### src/rtl/fifo_rd_stream.sv
// fifo_rd_stream: read-side drain stage for the asynchronous FIFO.
// It pops the FIFO whenever there is room in a 2-entry registered buffer.
// Popped words go to the consumer on a valid/ready stream in pop order.
// The pop decision never looks at m_ready, so there is no combinational path
// from the consumer back to the FIFO.
//
// Ports:
//   rclk, rrst  read-domain clock; synchronous active-high reset
//   rempty      FIFO empty flag
//   rdata       FIFO read data (combinational read at the current address)
//   rinc        FIFO pop
//   flush       synchronous discard of buffered words
//   m_valid     output stream valid
//   m_data      output stream data
//   m_ready     output stream ready
//   buf_level   buffered word count (0..2)
//   beat_cnt    completed output handshakes, wrapping
module fifo_rd_stream #(
  parameter int unsigned DATA_WIDTH = 8,
  parameter int unsigned CNT_WIDTH  = 16
) (
  input  logic                  rclk,
  input  logic                  rrst,
  input  logic                  rempty,
  input  logic [DATA_WIDTH-1:0] rdata,
  output logic                  rinc,
  input  logic                  flush,
  output logic                  m_valid,
  output logic [DATA_WIDTH-1:0] m_data,
  input  logic                  m_ready,
  output logic [1:0]            buf_level,
  output logic [CNT_WIDTH-1:0]  beat_cnt
);

  // The state encoding is the buffered word count itself.
  typedef enum logic [1:0] {
    StEmpty = 2'd0,
    StOne   = 2'd1,
    StFull  = 2'd2
  } state_e;

  state_e                state_q, state_d;
  logic [DATA_WIDTH-1:0] head_q, head_d;
  logic [DATA_WIDTH-1:0] skid_q, skid_d;
  logic [CNT_WIDTH-1:0]  beat_q, beat_d;
  logic                  push;
  logic                  fire;

  assign m_valid   = (state_q != StEmpty);
  assign fire      = m_valid && m_ready;
  assign rinc      = !rrst && !flush && !rempty && (state_q != StFull);
  assign push      = rinc;
  assign m_data    = head_q;
  assign buf_level = state_q;
  assign beat_cnt  = beat_q;

  always_comb begin
    state_d = state_q;
    head_d  = head_q;
    skid_d  = skid_q;
    beat_d  = beat_q + CNT_WIDTH'(fire);
    if (flush) begin
      // Words already accepted by the consumer in this cycle still count in beat_d.
      state_d = StEmpty;
    end else begin
      unique case (state_q)
        StEmpty: begin
          if (push) begin
            head_d  = rdata;
            state_d = StOne;
          end
        end
        StOne: begin
          if (push && fire) begin
            head_d = rdata;
          end else if (push) begin
            skid_d  = rdata;
            state_d = StFull;
          end else if (fire) begin
            state_d = StEmpty;
          end
        end
        StFull: begin
          if (fire) begin
            head_d  = skid_q;
            state_d = StOne;
          end
        end
        default: state_d = StEmpty;
      endcase
    end
  end

  always_ff @(posedge rclk) begin
    if (rrst) begin
      state_q <= StEmpty;
      head_q  <= '0;
      skid_q  <= '0;
      beat_q  <= '0;
    end else begin
      state_q <= state_d;
      head_q  <= head_d;
      skid_q  <= skid_d;
      beat_q  <= beat_d;
    end
  end

endmodule

### config.mk
export PLATFORM = sky130hd
export DESIGN_NAME = fifo_rd_stream
export DESIGN_NICKNAME = d
export VERILOG_FILES = /design/src/rtl/fifo_rd_stream.sv
export SDC_FILE = /design/constraint.sdc
export NUM_CORES = 1
export LEC_CHECK = 0
export CAP_MARGIN = 20
export CELL_PAD_IN_SITES_DETAIL_PLACEMENT = 0
export CELL_PAD_IN_SITES_GLOBAL_PLACEMENT = 2
export CORE_UTILIZATION = 28
export CTS_CLUSTER_DIAMETER = 60
export DETAILED_ROUTE_END_ITERATION = 10
export PLACE_DENSITY_LB_ADDON = 0.3
export SETUP_SLACK_MARGIN = 0.15
export SKIP_CTS_REPAIR_TIMING = 1
export SLEW_MARGIN = 20
export SYNTH_ARGS = -nofsm -noshare
export SYNTH_HDL_FRONTEND = slang
export SYNTH_SLANG_ARGS = --single-unit
export TNS_END_PERCENT = 5
### constraint.sdc
create_clock -name rclk -period 2.3 [get_ports rclk]
set_input_delay 0.575 -clock rclk [delete_from_list [all_inputs] [get_ports rclk]]
set_output_delay 0.575 -clock rclk [all_outputs]
set_load 0.02 [all_outputs]
==> flow_metrics.py, run 1 <==
metrics = {
    "global_routing": {
        "antenna_found_initial": 0,
        "grt-ovfl-total": 0,
        "grt_pass1_wl_um": 5420,
        "grt_pass1_vias": 1205,
        "grt_max_degree": 29,
        "grt_usage_pct": 13.0,
    },
    "layout": {
        "finish.utilization_pct": 43.0,
        "post-route-cell-area_um2": 2220,
        "antenna_cells": 0,
        "nets": 228,
        "drive_gt1_share_pct": 14.5,
        "area_growth_pct": 46.1,
    },
    "power_and_ir_drop": {
        "p_leak_nw": 0.926,
        "power.total_mw": 1.20,
        "ir_drop_uv": 252,
        "pwr_density_cell_nw_per_um2": 538,
    },
    "worst_setup_path": {
        "cp_cell_sequence": "clkdlybuf4s50_1 > nor4b_4 > dlymetal6s2s_1",
        "crit_fanout": 2,
        "crit_required_ns": 1.73,
        "endpoint_kind": "primary output",
        "r2r-start": "buf_level[0]$_SDFFE_PP0P_",
        "rr_endpoint": "beat_cnt[12]$_SDFF_PP0_",
        "cp-start-kind": "input port",
        "crit_path_top_delay_cell": "clkdlybuf4s50_1",
        "reg2regPathDepth": 8,
        "arrival_ns": 1.56,
        "r2r_setup_slack_ns": 0.45,
        "cpPeakStageDelay_ns": 0.46,
        "critical_path_class": "input port to primary output",
    },
    "logic_synthesis": {
        "ys.warnings.count": 0,
        "synth_edf_count": 0,
        "synth_xor_area_share_pct": 6.91,
        "synth_ff_type": "dfxtp_1",
        "synthMuxAreaShare_pct": 11.2,
        "syn_avg_cell_area_um2": 9.57,
        "yosys.area_share.adder_pct": 1.64,
        "synthArstFlopShare_pct": 0,
        "yosys.area_share.simple_pct": 23.2,
        "synth_nets": 174,
        "synth.distinct_cells": 35,
        "yosysSeqAreaShare_pct": 44.7,
        "synth_compound_area_share_pct": 9.05,
        "synth_seq_cells": 34,
        "synthCells": 159,
        "synth_top_family_by_area": "simple AND/OR/NAND/NOR gates",
        "synth_area_um2": 1520,
    },
    "sta": {
        "fin_skew_ns": 0.00532,
        "hold_viol": 0,
        "period_needed_ns": 2.13,
        "rsz0062_at_grt": "true",
        "worst-slew-pin-transition_ns": 0.333,
        "fin_crit_sh_pct": 92.6,
        "postLayoutSetupSlackWorst_ns": 0.170,
        "setup_viol": 0,
        "relSlewSlack_pct": 77.3,
        "max_freq_mhz": 469,
        "fin_hold_ws_ns": 0.481,
        "slew_violations": 0,
    },
    "route": {
        "route.detailed.drc": 0,
        "drt-initial-drc-count": 65,
        "drtAntennaViolNets": 0,
        "avgViaCountPerCell": 4.66,
        "wire_per_inst_um": 11.9,
        "dr.pass1.iters": 4,
        "drt-total-wl_um": 3380,
        "vias": 1323,
    },
    "floorplan": {
        "die_area_um2": 5730,
        "die_width_um": 75.7,
        "pin_count": 41,
        "core_um2": 5170,
        "initial_utilization_pct": 29.4,
        "fp.dieH_um": 75.7,
        "rows": 26,
    },
    "min_path": {
        "min_to": "beat_cnt[15]$_SDFF_PP0_",
        "hold_depth": 2,
        "worstHoldStart": "beat_cnt[15]$_SDFF_PP0_",
        "hp-class": "register to register",
    },
    "placement": {
        "gp_congestion": 0.750,
        "port_buffers": 40,
        "postPlaceCellArea_um2": 2120,
        "dp_slack_ns": -0.224,
        "dp_hpwl_um": 2450,
    },
    "clock_network": {
        "cts_root_buf": "clkbuf_8",
        "path_clk_slew_ns": 0.07,
        "cts_tree": "done",
        "clock-sinks": 34,
        "cts_made_buffers": 5,
        "cts_buffer_depth": 2,
        "insertion_delay_ns": 0.28,
        "cts_max_level": 2,
    },
    "outcome": {
        "status": "finished, final reports clean",
    },
    "run": {
        "maxCapViolations": 0,
    },
}
==> cell type report <==
cell class | count | area [um^2]
tap | 70 | 87.6
timing repair buffer | 55 | 549
clock inverter | 1 | 5.00
clock buffer | 7 | 86.3
inverter | 1 | 3.75
fill | 513 | 2950
sequential | 34 | 681
multi-input combinational | 116 | 811
==> where the power goes <==
| part | total (mW) | switching, mW | internal [mW] |
|---|---|---|---|
| logic | 0.144 | 0.0675 | 0.0763 |
| clock network | 0.444 | 0.203 | 0.241 |
| registers | 0.609 | 0.00778 | 0.601 |
| total | 1.20 | 0.278 | 0.919 |
==> state kept, by name, indices dropped and copies added, names as in the netlist <==
name / count
beat_cnt: 16
m_data: 8
skid_q: 8
buf_level: 2
==> how the worst max path moves through the flow <==
stage | slack (ns) | from | end | depth (start not counted)
final | 0.17 | flush | rinc | 3
after global routing | 0.12 | flush | rinc | 3
after floorplan | 0.25 | buf_level[1]$_SDFFE_PP0P_ | beat_cnt[15]$_SDFF_PP0_ | 9
after global placement | -0.22 | flush | rinc | 3
after CTS | -0.23 | flush | rinc | 3
after detailed placement | -0.22 | flush | rinc | 3
==> stage by stage <==
step | TNS (ns) | std cells
5_1_grt | 0 | 284
6_report | 0 | 284
4_1_cts | -0.234 | 284
3_5_place_dp | -2.14 | 276
3_3_place_gp | -1.46 | 276
2_1_floorplan | 0 | 159
==> cells in the mapped netlist, types with 2 or more instances <==
library cell  count  area share [%]
dfxtp_1          34              45
nor2_1           32             7.9
mux2i_1          17              11
nand4_1           7             2.9
a211oi_1          6             3.0
xnor2_1           6             3.5
xor2_1            6             3.5
nand2_1           5             1.2
nand3_1           5             1.6
a21oi_1           3            0.99
buf_1             3            0.74
nor2b_1           3             1.2
nor3_1            3            0.99
a211oi_2          2             1.6
and2_1            2            0.82
and4_1            2             1.2
buf_6             2             1.5
clkbuf_1          2            0.49
ha_1              2             1.6
nor4_1            2            0.82
==> cell families after synthesis <==
kind of cell | after synthesis
AO/OA/AOI/OAI | 16
XOR/XNOR | 12
adder cells (fa/ha/maj) | 2
buffers and inverters | 9
flip-flops | 34
multiplexers | 17
AND/OR/NAND/NOR | 69
==> metal layers <==
layer	vias up	part of all wire [%]	global-route usage, %
met4	0	1.4	6.58
met1	615	48	16.3
li1	670	-	-
met3	5	4.6	4.37
met5	-	0	0
met2	33	46	19.8
==> placed cells by master (no fill, tap or decap), types with 2 or more instances in the layout <==
master / n
a211oi_1: 5
a211oi_2: 3
a21oi_1: 3
and2_1: 2
and4_1: 2
buf_12: 2
buf_4: 12
clkbuf_8: 6
clkdlybuf4s50_1: 37
dfxtp_1: 34
dlymetal6s2s_1: 3
ha_1: 2
mux2i_1: 17
nand2_1: 5
nand3_1: 5
nand4_1: 7
nor2_1: 32
nor2b_1: 3
nor3_1: 3
nor4_1: 2
xnor2_1: 6
xor2_1: 6
==> critical path, delay by kind of cell <==
kind                   cells  cell delay, ns
buffers and inverters      2            0.71
and+or+nand+nor            1            0.27
No activity file was read; power rests on OpenSTA's default activity.
==> run 2, diff against run 1 <==
- REMOVE_ABC_BUFFERS: default -> 1
- SLEW_MARGIN: 20 -> 30
==> run 2 against run 1 <==
Critical path type is now register to primary output. Global-route usage increased by 0.29 points. Largest cell class unchanged. Clock power increased by 15%. Clock skew decreased by 0.00095 ns. Sequential share of layout area increased by 0.26 points. Routed wire length decreased by 0.83%. Critical endpoint is now m_valid. Cell area decreased by 0.84%.
==> flow_metrics.py, run 2 (synthesis results as in run 1) <==
metrics = {
    "min_path": {
        "hp-class": "register to register",
    },
    "power_and_ir_drop": {
        "ir_drop_uv": 303,
        "power_switching_mw": 0.283,
        "p_leak_nw": 0.894,
        "p_sw_share_pct": 22.5,
        "power.total_mw": 1.26,
        "p_int_mw": 0.977,
        "pwr-share-comb_pct": 11.0,
        "pwr_density_cell_nw_per_um2": 572,
        "clkPwrFrac_pct": 40.6,
        "seq_power_share_pct": 48.3,
    },
    "worst_setup_path": {
        "endpoint_kind": "primary output",
        "crit_path_top_delay_cell": "clkdlybuf4s50_1",
        "cp-start-kind": "register",
        "critical_path_class": "register to primary output",
        "crit_fanout": 8,
        "crit_required_ns": 1.73,
        "crit_end": "m_valid",
        "crit_start": "buf_level[1]$_SDFFE_PP0P_",
        "arrival_ns": 1.58,
        "r2r_setup_slack_ns": 0.36,
        "reg2regPathDepth": 10,
        "cp_cell_sequence": "buf_4 > or2_2 > clkdlybuf4s50_1",
        "rr_endpoint": "beat_cnt[6]$_SDFF_PP0_",
        "r2r-start": "buf_level[1]$_SDFFE_PP0P_",
        "cpPeakStageDelay_ns": 0.54,
    },
    "sta": {
        "fin_crit_sh_pct": 93.6,
        "relSlewSlack_pct": 79.1,
        "setup_tns_ns": 0,
        "setup_viol": 0,
        "rsz0062_at_grt": "true",
        "worst-slew-pin-transition_ns": 0.305,
        "period_needed_ns": 2.15,
        "max_freq_mhz": 465,
        "hold_viol": 0,
        "slew_violations": 0,
        "fin_skew_ns": 0.00437,
    },
    "clock_network": {
        "cts_max_level": 2,
        "cts_tree": "done",
        "cts_root_buf": "clkbuf_8",
        "clock-sinks": 34,
        "insertion_delay_ns": 0.28,
        "cts_made_buffers": 5,
        "cts_buffer_depth": 2,
        "path_clk_slew_ns": 0.07,
    },
    "outcome": {
        "status": "finished, final reports clean",
    },
    "global_routing": {
        "grt-ovfl-total": 0,
        "grt_pass1_vias": 1279,
        "antenna_found_initial": 0,
        "grt_max_degree": 28,
        "grt_usage_pct": 13.3,
        "grt_pass1_wl_um": 5600,
    },
    "route": {
        "drt-initial-drc-count": 43,
        "wire_per_inst_um": 11.8,
        "dr.pass1.iters": 4,
        "drtAntennaViolNets": 0,
        "drt-total-wl_um": 3350,
        "vias": 1311,
        "avgViaCountPerCell": 4.62,
        "route.detailed.drc": 0,
    },
    "floorplan": {
        "die_area_um2": 5730,
        "rows": 26,
        "initial_utilization_pct": 29.4,
        "core_um2": 5170,
        "fp.dieH_um": 75.7,
        "die_width_um": 75.7,
        "pin_count": 41,
    },
    "layout": {
        "mostFrequentLayoutCells": "clkdlybuf4s50_1, dfxtp_1, nor2_1",
        "nets": 228,
        "largest_register_ffs": 16,
        "antenna_cells": 0,
        "drive_gt1_share_pct": 15.0,
        "area_growth_pct": 44.9,
        "mostFrequentLayoutCell": "clkdlybuf4s50_1",
        "finish.utilization_pct": 42.6,
    },
    "run": {
        "maxCapViolations": 0,
    },
    "placement": {
        "gp_congestion": 0.804,
        "dp_hpwl_um": 2440,
        "port_buffers": 40,
    },
}
==> run 2: cell types whose count changed in the layout (fill, tap and decap cells not counted), sizes merged <==
cell	delta
clkinv	-1
clkbuf	+2
dlymetal6s2s	-2
clkdlybuf4s50	+1
==> run 2: per-stage QoR <==
stage               setup slack [ns]  cell area, um^2  hold slack (ns)  instances
floorplan                     0.0639             1480            0.463        151
global placement              -0.289             2080            0.458        275
detailed placement            -0.274             2080            0.487        275
CTS                           -0.274             2190            0.500        283
global route                  0.0942             2200            0.521        284
finish                         0.148             2200            0.496        284
==> run 2: area by class of cell <==
cell class,instances,area (um^2)
fill,512,2970
multi-input combinational,116,796
sequential,34,681
timing repair buffer,55,527
clock buffer,8,110
tap,70,87.6
inverter,1,3.75
==> run 2: worst min-delay path by stage <==
stage                       startpoint                      end  slack, ns  cells after the start
2_1_floorplan   skid_q[0]$_SDFFE_PP0P_   skid_q[0]$_SDFFE_PP0P_       0.46                      2
3_3_place_gp   beat_cnt[15]$_SDFF_PP0_  beat_cnt[15]$_SDFF_PP0_       0.46                      2
3_5_place_dp    skid_q[4]$_SDFFE_PP0P_   skid_q[4]$_SDFFE_PP0P_       0.49                      2
4_1_cts        beat_cnt[15]$_SDFF_PP0_  beat_cnt[15]$_SDFF_PP0_       0.50                      2
5_1_grt         skid_q[4]$_SDFFE_PP0P_   skid_q[4]$_SDFFE_PP0P_       0.52                      2
6_report       beat_cnt[15]$_SDFF_PP0_  beat_cnt[15]$_SDFF_PP0_       0.50                      2
==> run 2: per-layer routing <==
layer	track usage [%]	part of all wire (%)	up-vias
li1	-	-	666
met3	3.84	5.0	8
met5	0	0	-
met2	24.1	49	30
met4	6.17	1.9	0
met1	14.2	44	607
==> run 2: power by group through the flow <==
| stage | registers (mW) | clock network, mW | logic (mW) |
|---|---|---|---|
| final | 0.609 | 0.512 | 0.139 |
| after global routing | 0.610 | 0.564 | 0.151 |
| after detailed placement | 0.623 | 0 | 0.139 |
| after CTS | 0.609 | 0.536 | 0.139 |
| after global placement | 0.622 | 0 | 0.136 |
| after floorplan | 0.636 | 0 | 0.0412 |
==> run 2: worst max-delay path, delay by kind of cell (launching register included) <==
family	cells	cell delay (ns)
buf+inv	2	0.70
flops	1	0.32
simple gates	1	0.28
